$ cat src/rtl/clk_div_ratio_meter.sv
// Measures the period (divide ratio) of an asynchronous divided clock in clk cycles, with lock and
// loss-of-signal detection. Optional high-time measurement is built when DUTY_MEAS_EN is defined.
module clk_div_ratio_meter #(
    parameter int CNT_W       = 16,
    parameter int LOCK_CNT    = 4,
    parameter int SYNC_STAGES = 2
) (
    input  logic             clk,
    input  logic             reset,
    input  logic             enable,
    input  logic             sig_in,
    output logic [CNT_W-1:0] period,
    output logic             period_valid,
    output logic [CNT_W-1:0] high_time,
    output logic             locked,
    output logic             timeout
);

    localparam logic [CNT_W-1:0] MAX       = '1;
    localparam int               MW        = $clog2(LOCK_CNT);
    localparam logic [MW-1:0]    MATCH_TOP = MW'(LOCK_CNT - 1);

    typedef enum logic [1:0] {IDLE, ARM, MEAS} state_t;

    state_t                 state, state_nxt;
    logic [SYNC_STAGES-1:0] sync;
    logic                   s, p, rise;
    logic [CNT_W-1:0]       cnt;
    logic [MW-1:0]          match, match_nxt;
    logic                   have_prev;

    assign s    = sync[SYNC_STAGES-1];
    assign rise = s & ~p;

    always_ff @(posedge clk) begin
        if (reset) begin
            sync <= '0;
            p    <= 1'b0;
        end else begin
            sync <= {sync[SYNC_STAGES-2:0], sig_in};
            p    <= s;
        end
    end

    always_ff @(posedge clk) begin
        if (reset) state <= IDLE;
        else       state <= state_nxt;
    end

    always_comb begin
        state_nxt = state;
        if (!enable) begin
            state_nxt = IDLE;
        end else begin
            case (state)
                IDLE:    state_nxt = ARM;
                ARM:     if (rise) state_nxt = MEAS;
                MEAS:    if (!rise && cnt == MAX) state_nxt = ARM;
                default: state_nxt = IDLE;
            endcase
        end
    end

    // period still holds the value from before ARM, so have_prev gates the first comparison
    always_comb begin
        match_nxt = '0;
        if (have_prev && cnt == period)
            match_nxt = (match == MATCH_TOP) ? match : match + MW'(1);
    end

    always_ff @(posedge clk) begin
        if (reset) begin
            cnt          <= '0;
            period       <= '0;
            period_valid <= 1'b0;
            locked       <= 1'b0;
            timeout      <= 1'b0;
            match        <= '0;
            have_prev    <= 1'b0;
        end else begin
            period_valid <= 1'b0;
            if (!enable) begin
                cnt       <= '0;
                locked    <= 1'b0;
                timeout   <= 1'b0;
                match     <= '0;
                have_prev <= 1'b0;
            end else begin
                case (state)
                    ARM: begin
                        if (rise) begin
                            cnt       <= CNT_W'(1);
                            match     <= '0;
                            have_prev <= 1'b0;
                        end
                    end
                    MEAS: begin
                        if (rise) begin
                            period       <= cnt;
                            period_valid <= 1'b1;
                            cnt          <= CNT_W'(1);
                            timeout      <= 1'b0;
                            have_prev    <= 1'b1;
                            match        <= match_nxt;
                            locked       <= (match_nxt == MATCH_TOP);
                        end else if (cnt == MAX) begin
                            timeout <= 1'b1;
                            locked  <= 1'b0;
                            match   <= '0;
                        end else begin
                            cnt <= cnt + CNT_W'(1);
                        end
                    end
                    default: begin
                        cnt       <= '0;
                        match     <= '0;
                        have_prev <= 1'b0;
                    end
                endcase
            end
        end
    end

`ifdef DUTY_MEAS_EN
    logic [CNT_W-1:0] hcnt;

    // the rise cycle itself is high, so a new window starts at 1 like cnt
    always_ff @(posedge clk) begin
        if (reset) begin
            hcnt      <= '0;
            high_time <= '0;
        end else if (!enable || state == IDLE) begin
            hcnt <= '0;
        end else if (state == ARM) begin
            hcnt <= rise ? CNT_W'(1) : '0;
        end else if (rise) begin
            high_time <= hcnt;
            hcnt      <= CNT_W'(1);
        end else if (s && hcnt != MAX) begin
            hcnt <= hcnt + CNT_W'(1);
        end
    end
`else
    assign high_time = '0;
`endif

endmodule
$ cat config.mk
export PLATFORM = sky130hd
export DESIGN_NAME = clk_div_ratio_meter
export DESIGN_NICKNAME = d
export VERILOG_FILES = /design/src/rtl/clk_div_ratio_meter.sv
export SDC_FILE = /design/constraint.sdc
export NUM_CORES = 1
export LEC_CHECK = 0
export ABC_AREA = 1
export CAP_MARGIN = 20
export CORE_MARGIN = 5
export CORE_UTILIZATION = 59
export CTS_BUF_LIST = sky130_fd_sc_hd__clkbuf_4
export DETAILED_ROUTE_END_ITERATION = 10
export GPL_ROUTABILITY_DRIVEN = 0
export PLACE_DENSITY = 0.86
export SLEW_MARGIN = 10
export SYNTH_ARGS = -nofsm -noshare
export SYNTH_HDL_FRONTEND = slang
export SYNTH_SLANG_ARGS = --single-unit
$ cat constraint.sdc
create_clock -name clk -period 2.75 [get_ports clk]
set_input_delay 0.275 -clock clk [delete_from_list [all_inputs] [get_ports clk]]
set_output_delay 0.275 -clock clk [all_outputs]
set_load 0.005 [all_outputs]
==> summary.md, run 1 <==
| Metric | Value |
|---|---|
| CTS Buf Count | `5` |
| Clock sink count | `43` |
| Total of max-cap violations | `0` |
| Netlist cell types | `33` |
| Core Area | `0.00397 mm²` |
| Gate count after technology mapping | `346` |
| Row cnt | `23` |
| Max Clock Skew | `0.0205 ns` |
| Dominant cell type by area after synthesis | `dfxtp_1` |
| Worst-Margin Slew | `0.498 ns` |
| VDD IR max | `0.257 mV` |
| Synth-to-Final Area Change | `10.2%` |
| Syn avg cell area | `6.91 µm²` |
| Share of the synthesized area in the top cell type | `0.360` |
| Antenna diodes | `0` |
| Critical Path RT | `2.97 ns` |
| WL final | `5250 µm` |
| Register bit total from synthesis | `43` |
| DR iter-0 viols | `160` |
| Place WS | `0.827 ns` |
| Worst endpoint data arrival time | `2.17 ns` |
| Seq/Total Area, Yosys | `0.360` |
| All-Layer GR Usage | `0.218` |
| Die H | `73.7 µm` |
| Final WS setup | `0.802 ns` |
| Mapped Area | `0.00239 mm²` |
| Clock latency on the worst-skew pair | `0.37 ns` |
| Vias in the first global route | `2,047` |
| I/O Pins | `39` |
| Vias | `2,204` |
| Crit-path max FO | `28` |
| Finished Layout Cells | `420` |
| Largest net degree at the start of global routing | `29` |
| Fin area | `0.00264 mm²` |
| Relative slew slack | `0.667` |
| GR Overflow Total | `0` |
| Total number of H-tree levels | `2` |
| Register clock-pin slew on the reported worst setup and hold paths | `0.11 ns` |
| Startpoint Class | `register` |
| Initial antenna violation count | `0` |
| Placed Cells | `412` |
| Initial Util | `0.602` |
| Maximum root-to-sink buffer count | `2` |
| RSZ-0062 raised after global routing | `no` |
| DR pass1 iterations | `5` |
| Fin crit share | `0.708` |
| Worst setup EP type | `register` |
| Leakage | `1.09 nW` |
| Post-CTS Setup Inserts | `0` |
| Power Dens Cells | `391 mW/mm²` |
| Hold-fix buffers at CTS | `0` |
| Max Slew Vio Count | `0` |
| Final Hold Viols | `0` |
| Final setup violation count | `0` |
| CTS tree | `yes` |
| Number of vias per cell | `5.25` |
| Chip width | `73.7 µm` |
| Fraction of layout cells with a size suffix above 1 | `0.0649` |
| Min Clock Period, post-route | `1.95 ns` |
| Wire length of the first global-routing pass | `9180 µm` |
| Die area | `0.00543 mm²` |
| Post_cts resized | `0` |
| Hold Path Class | `reg2reg` |
| CTS Root Cell | `clkbuf_4` |
| F_max | `0.513 GHz` |
| Post-DP Area | `0.00258 mm²` |
| YS warnings | `0` |
| Critical path class | `reg2reg` |
| Wire per inst | `12.5 µm` |
| Synth area leaders | `dfxtp_1, nand2_1, inv_1, nor2_1, buf_4` |
| Buffers on Ports | `22` |
| Outcome | `completed` |
| # nets final | `378` |
| Setup TNS | `0 ns` |
| ANT nets after route | `0` |
| Drc violations | `0` |
| Post-DP HPWL | `3980 µm` |
==> layer usage <==
metal / part of all wire / global-route usage / vias up
met5: 0 / 0 / -
met4: 0.026 / 0.0905 / 0
met3: 0.067 / 0.0520 / 14
met2: 0.45 / 0.330 / 83
met1: 0.46 / 0.295 / 995
li1: - / - / 1112
==> stage by stage <==
stage	power (mW)	utilization	hold slack [ns]
3_3_place_gp	0.732	0.651	0.389
3_5_place_dp	0.734	0.651	0.401
2_1_floorplan	0.730	-	0.382
6_report	1.03	0.664	0.412
5_1_grt	1.08	0.664	0.429
4_1_cts	1.03	0.664	0.417
==> cell families (layout without fill, tap and decap cells) <==
group | Yosys count | in the layout | share of synthesized area
adders and majority gates | 5 | 5 | 0.0262
DFF | 43 | 43 | 0.360
buffers and inverters | 72 | 81 | 0.145
other | 1 | 16 | 0.00157
xor gates and xnor gates | 4 | 4 | 0.0146
AOI/OAI and AO/OA | 55 | 55 | 0.139
and+or+nand+nor | 166 | 166 | 0.314
==> worst max-delay path, cell delays in order, from the launching register on <==
cell,delay (ns)
dfxtp_1,0.34
inv_1,0.10
ha_1,0.21
inv_1,0.12
nor2_1,0.37
nand2_2,0.41
nor2_1,0.20
a211oi_1,0.06
==> worst paths after layout <==
check / cells after the start / endpoint / from / slack (ns)
max: 7 / period[13] / state[0] / 0.80
max reg2reg: 7 / period[13] / state[0] / 0.80
min: 2 / sync[1] / sync[0] / 0.41
min reg2reg: 2 / sync[1] / sync[0] / 0.41
==> cells in the final DEF, fill, tap and decap left out, types with 12 or more instances in the layout <==
| cell | netlist | routed |
|---|---|---|
| a211oi_1 | 12 | 12 |
| a21oi_1 | 17 | 17 |
| o21ai_0 | 14 | 14 |
| clkdlybuf4s50_1 | 0 | 22 |
| dfxtp_1 | 43 | 43 |
| inv_1 | 49 | 49 |
| nand3_1 | 21 | 21 |
| conb_1 | 1 | 16 |
| nor2_1 | 47 | 47 |
| nand2_1 | 75 | 75 |
==> cells in the mapped netlist <==
cell type,count
buf_2,4
ha_1,5
a211oi_1,12
nand2_8,1
inv_1,49
buf_8,1
nand2_1,75
a22oi_1,1
a21boi_1,3
xor2_1,4
nor3b_1,1
nor3_1,6
nand3_1,21
o21ai_2,1
a21oi_1,17
conb_1,1
buf_1,1
nand2_2,3
nor2_4,1
or2_2,2
nor2_1,47
o21bai_1,2
clkbuf_1,1
o211ai_1,1
nand4_1,1
nor2_2,3
nor3b_2,1
o21ai_0,14
dfxtp_1,43
o22ai_1,4
nand2_4,3
buf_4,16
nand3_4,1
==> power breakdown <==
part / internal [mW] / switching, mW
clock: 0.105 / 0.202
combinational: 0.0265 / 0.0620
sequential: 0.629 / 0.00459
==> registers in the layout (all words and copies together), names as in the netlist <==
signal	count
period	16
state	2
match	2
period_valid	1
timeout	1
locked	1
p	1
sync	2
cnt	16
have_prev	1
==> area by class of cell <==
cell class / count / area (µm²)
flip-flops and latches: 43 / 861
repair buffers: 24 / 235
multi-input cells: 246 / 1240
well taps: 50 / 62.6
clock inverters: 2 / 7.51
inverters: 49 / 184
clock buffers: 6 / 45.0
fillers: 352 / 1340
Note: power is estimated with default switching activity, not from simulation.
==> run 2: changes to the inputs <==
--- a/config.mk
+++ b/config.mk
@@ -8,11 +8,11 @@
 export ABC_AREA = 1
 export CAP_MARGIN = 20
 export CORE_MARGIN = 5
-export CORE_UTILIZATION = 59
+export CORE_UTILIZATION = 50
 export CTS_BUF_LIST = sky130_fd_sc_hd__clkbuf_4
 export DETAILED_ROUTE_END_ITERATION = 10
 export GPL_ROUTABILITY_DRIVEN = 0
-export PLACE_DENSITY = 0.86
+export PLACE_DENSITY = 0.77
 export SLEW_MARGIN = 10
 export SYNTH_ARGS = -nofsm -noshare
 export SYNTH_HDL_FRONTEND = slang
==> constraint.sdc (replaced) <==
create_clock -name clk -period 1.75 [get_ports clk]
set_input_delay 0.175 -clock clk [delete_from_list [all_inputs] [get_ports clk]]
set_output_delay 0.175 -clock clk [all_outputs]
set_load 0.005 [all_outputs]
==> summary.md, run 2 (synthesis results as in run 1) <==
| Metric | Value |
|---|---|
| Outcome | `completed` |
| Hold Crit Depth | `3` |
| Final Hold Viols | `0` |
| Worst R2R Start | `cnt[2]` |
| DR pass1 iterations | `4` |
| CTS Root Cell | `clkbuf_4` |
| Chip width | `79.2 µm` |
| WL final | `5970 µm` |
| Crit-path max FO | `8` |
| Fraction of layout cells with a size suffix above 1 | `0.175` |
| Worst endpoint data arrival time | `1.98 ns` |
| GR Overflow Total | `0` |
| Wire per inst | `13.3 µm` |
| Synth-to-Final Area Change | `21.5%` |
| Most frequent cells in the layout | `nand2_1, inv_1, nor2_1` |
| Register clock-pin slew on the reported worst setup and hold paths | `0.13 ns` |
| Total of max-cap violations | `0` |
| ANT nets after route | `0` |
| Worst min-delay path startpoint | `sig_in` |
| Vias in the first global route | `2,033` |
| Worst R2R End | `cnt[11]` |
| Number of vias per cell | `5.21` |
| Hold-fix buffers at CTS | `0` |
| Post-DP HPWL | `4340 µm` |
| Vias | `2,334` |
| All-Layer GR Usage | `0.189` |
| Post-DP Area | `0.00272 mm²` |
| Fin area | `0.00291 mm²` |
| R2R cell count | `9` |
| Maximum root-to-sink buffer count | `2` |
| DR iter-0 viols | `232` |
| Initial antenna violation count | `0` |
| Hold EP | `sync[0]` |
| I/O Pins | `39` |
| Critical path class | `reg2reg` |
| CTS Buf Count | `5` |
| Core Area | `0.00469 mm²` |
| Most common cell after layout, fill and taps aside | `nand2_1` |
| Row cnt | `25` |
| Leakage | `1.24 nW` |
| Clock sink count | `43` |
| Critical Path RT | `2.02 ns` |
| Largest net degree at the start of global routing | `29` |
| Wire length of the first global-routing pass | `9430 µm` |
| Clock latency on the worst-skew pair | `0.36 ns` |
| Power Dens Cells | `568 mW/mm²` |
| Hold Path Class | `in2reg` |
| Initial Util | `0.510` |
| Die area | `0.00627 mm²` |
| Antenna diodes | `0` |
| Die H | `79.2 µm` |
| F_max | `0.585 GHz` |
| Startpoint Class | `register` |
| Tot Pwr | `1.65 mW` |
| Worst setup EP type | `register` |
| Buffers on Ports | `22` |
| Total number of H-tree levels | `2` |
| Max Slew Vio Count | `0` |
| Drc violations | `0` |
| Max Clock Skew | `0.0205 ns` |
| CTS tree | `yes` |
| Min Clock Period, post-route | `1.71 ns` |
| VDD IR max | `0.374 mV` |
| Flop2flop setup slack | `0.04 ns` |
| Fin crit share | `0.976` |
| Final setup violation count | `0` |
| # nets final | `402` |
| Largest regs | `cnt: 16 flops, period: 16 flops` |
run 2: cell types whose count changed in the layout (fill, tap and decap cells not counted), sizes merged:
cell   change
buf       +23
nand2      +1
run 2: layer usage:
| layer | part of all wire | wire length, µm | GRT usage |
|---|---|---|---|
| met1 | 0.44 | 2600 | 0.255 |
| met2 | 0.47 | 2810 | 0.296 |
| met3 | 0.069 | 414 | 0.0397 |
| met4 | 0.023 | 140 | 0.0739 |
| met5 | 0 | 0 | 0 |
run 2: layout make-up:
class | count | area, µm²
Fill cell | 405 | 1790
Clock inverter | 2 | 7.51
Multi-Input combinational cell | 247 | 1330
Tap cell | 54 | 67.6
Inverter | 49 | 184
Clock buffer | 6 | 45.0
Timing Repair Buffer | 47 | 408
Sequential cell | 43 | 870
run 2: worst max path at each step:
stage                   from    endpoint  slack (ns)  cells past startpoint
floorplan             cnt[0]      cnt[5]        0.08                     10
global placement    state[0]      cnt[7]        0.09                     10
detailed placement  state[0]     cnt[11]        0.03                     10
CTS                 state[0]  period[10]       0.006                      8
global route        state[0]      cnt[7]       -0.04                     10
finish                cnt[2]     cnt[11]        0.04                      9
run 2: per-stage QoR:
step / hold WS (ns) / TNS [ns] / instances / setup WS, ns / utilization
after global placement: 0.391 / 0 / 433 / 0.0945 / 0.579
after CTS: 0.323 / 0 / 441 / 0.00626 / 0.590
after detailed placement: 0.401 / 0 / 433 / 0.0254 / 0.579
after global routing: 0.317 / -0.104 / 448 / -0.0378 / 0.619
after floorplan: 0.282 / 0 / 361 / 0.0812 / -
final: 0.334 / 0 / 448 / 0.0416 / 0.619
run 2: what timing repair did:
action / 4_1_cts / 5_1_grt
pin swaps: 0 / 4
gates resized for setup: 1 / 27
endpoints found under the setup margin: 1 / 36
gates cloned: 0 / 1
buffers inserted: 0 / 6
run 2: power by group:
| group | switching (mW) | internal (mW) |
|---|---|---|
| registers | 0.00689 | 0.989 |
| clock network | 0.317 | 0.165 |
| logic | 0.113 | 0.0601 |
| total | 0.437 | 1.21 |
run 2: critical path, stage by stage, from the launching register on:
cell	delay, ns
dfxtp_1	0.50
nand2_4	0.10
nor2_4	0.15
nand2_4	0.08
nor2_4	0.16
nand3_4	0.17
nand2_8	0.15
buf_4	0.12
o21bai_1	0.05
a21boi_2	0.15
==> run 3: changes to the inputs <==
--- a/config.mk
+++ b/config.mk
@@ -7,13 +7,11 @@
 export LEC_CHECK = 0
 export ABC_AREA = 1
 export CAP_MARGIN = 20
-export CORE_MARGIN = 5
 export CORE_UTILIZATION = 50
 export CTS_BUF_LIST = sky130_fd_sc_hd__clkbuf_4
 export DETAILED_ROUTE_END_ITERATION = 10
 export GPL_ROUTABILITY_DRIVEN = 0
 export PLACE_DENSITY = 0.77
-export SLEW_MARGIN = 10
 export SYNTH_ARGS = -nofsm -noshare
 export SYNTH_HDL_FRONTEND = slang
 export SYNTH_SLANG_ARGS = --single-unit
==> summary.md, run 3 (synthesis results as in run 1) <==
| Metric | Value |
|---|---|
| Most common cell after layout, fill and taps aside | `nand2_1` |
| Vias in the first global route | `2,035` |
| Fillers | `386` |
| Clock latency on the worst-skew pair | `0.37 ns` |
| Most frequent cells in the layout | `nand2_1, inv_1, nor2_1` |
| Maximum root-to-sink buffer count | `2` |
| Crit-path max FO | `7` |
| # nets final | `408` |
| Placed Cells | `435` |
| Synth-to-Final Area Change | `22.6%` |
| Wire per inst | `13.1 µm` |
| Max Slew Vio Count | `0` |
| GR Overflow Total | `0` |
| Hold-fix buffers at CTS | `0` |
| Cells along the critical path | `ha_4 > nand2_2 > nor2_4 > nand2_4 > nor2_4 > nand3_4 > nand2_8 > clkinvlp_4 > nand2_1 > nand2_1 > nand2_1 > nor2_1` |
| Max incr delay on CP | `0.38 ns` |
| VDD IR max | `0.365 mV` |
| RSZ-0062 raised after global routing | `yes` |
| Die area | `0.00507 mm²` |
| WL final | `5930 µm` |
| Buffers on Ports | `22` |
| Vias | `2,312` |
| I/O Pins | `39` |
| CTS Root Cell | `clkbuf_4` |
| Tot Pwr | `1.70 mW` |
| Max Clock Skew | `0.0127 ns` |
| Critical Path RT | `2.02 ns` |
| Clock sink count | `43` |
| Critical path class | `reg2reg` |
| Total number of H-tree levels | `2` |
| Initial Util | `0.535` |
| Power Dens Cells | `580 mW/mm²` |
| Finished Layout Cells | `452` |
| Outcome | `finished, violations left` |
| Largest net degree at the start of global routing | `23` |
| Final setup violation count | `0` |
| Fin crit share | `0.982` |
| All-Layer GR Usage | `0.240` |
| Number of vias per cell | `5.12` |
| Setup TNS | `0 ns` |
| Buf/Inv on CP | `1` |
| Most frequent CP cell | `nand2_1` |
| Final Hold Viols | `0` |
| Crit-path leading delay family | `simple AND/OR/NAND/NOR gates` |
| Leakage | `1.27 nW` |
| Chip width | `71.2 µm` |
| Total of max-cap violations | `0` |
| Startpoint Class | `register` |
| CTS Buf Count | `5` |
| Core Area | `0.00447 mm²` |
| CTS tree | `yes` |
| Worst setup EP type | `register` |
| Post-DP HPWL | `4360 µm` |
| Antenna diodes | `0` |
| DR pass1 iterations | `9` |
| Initial antenna violation count | `0` |
| Min Clock Period, post-route | `1.72 ns` |
| Violated checks | `design-rule violations` |
| Fraction of layout cells with a size suffix above 1 | `0.173` |
| DR iter-0 viols | `193` |
| CP max-delay cell | `dfxtp_2` |
| Die H | `71.2 µm` |
| ANT nets after route | `0` |
| Row cnt | `24` |
| Hold Path Class | `in2reg` |
| Worst endpoint data arrival time | `1.99 ns` |
| Hold_ws | `0.308 ns` |
| Drc violations | `2` |
| Largest regs | `cnt: 16 flops, period: 16 flops` |
| Register clock-pin slew on the reported worst setup and hold paths | `0.13 ns` |
| F_max | `0.582 GHz` |
| Wire length of the first global-routing pass | `9320 µm` |
-- run 3: cell types whose count changed in the layout (fill, tap and decap cells not counted), sizes merged --
cell and change:
buf +7, inv -1, clkinv -1, nand2 -1
clkbuf +1, clkinvlp +1
-- run 3: power breakdown --
group	switching [mW]	internal, mW	leakage, nW
Clock	0.335	0.188	0.0361
Sequential	0.00647	0.990	0.348
Combinational	0.114	0.0695	0.882
-- run 3: per-stage QoR --
step	cell area, µm²	utilization	setup WS (ns)
after floorplan	2450	-	0.0812
after global placement	2760	0.616	0.104
after detailed placement	2760	0.616	0.0285
after CTS	2810	0.629	0.00765
after global routing	2930	0.656	-0.0901
final	2930	0.656	0.0323
-- run 3: final timing paths --
path	depth (start not counted)	end	slack [ns]	start
worst min register to register	2	sync[1]	0.41	sync[0]
worst max register to register	12	cnt[2]	0.03	cnt[0]
worst min-delay path	3	sync[0]	0.31	sig_in
worst max-delay path	12	cnt[2]	0.03	cnt[0]
-- run 3: final cells by class --
type	count	area, µm²	area share
multi-input cells	246	1290	0.438
inverters	49	188	0.0640
flip-flops and latches	43	865	0.295
clock inverters	1	5.00	0.00171
well taps	52	65.1	0.0222
repair buffers	54	473	0.161
clock buffers	7	52.6	0.0179
-- run 3: layer usage --
metal,share of wire,wire length [µm],GRT usage,vias up
li1,-,-,-,1170
met1,0.45,2680,0.316,1037
met2,0.47,2770,0.393,92
met3,0.057,338,0.0484,13
met4,0.023,136,0.0800,0
met5,0,0,0,-
-- run 3: worst min-delay path, delay by kind of cell --
kind                   cells  cell delay (ns)
buffers and inverters      2             0.44
AND/OR/NAND/NOR            1             0.03
-- run 3: what timing repair did --
| item | CTS | global route |
|---|---|---|
| setup buffers | 0 | 9 |
| hold endpoints to repair | 0 | 0 |
| gates resized for setup | 0 | 21 |
| setup endpoints to repair | 0 | 22 |
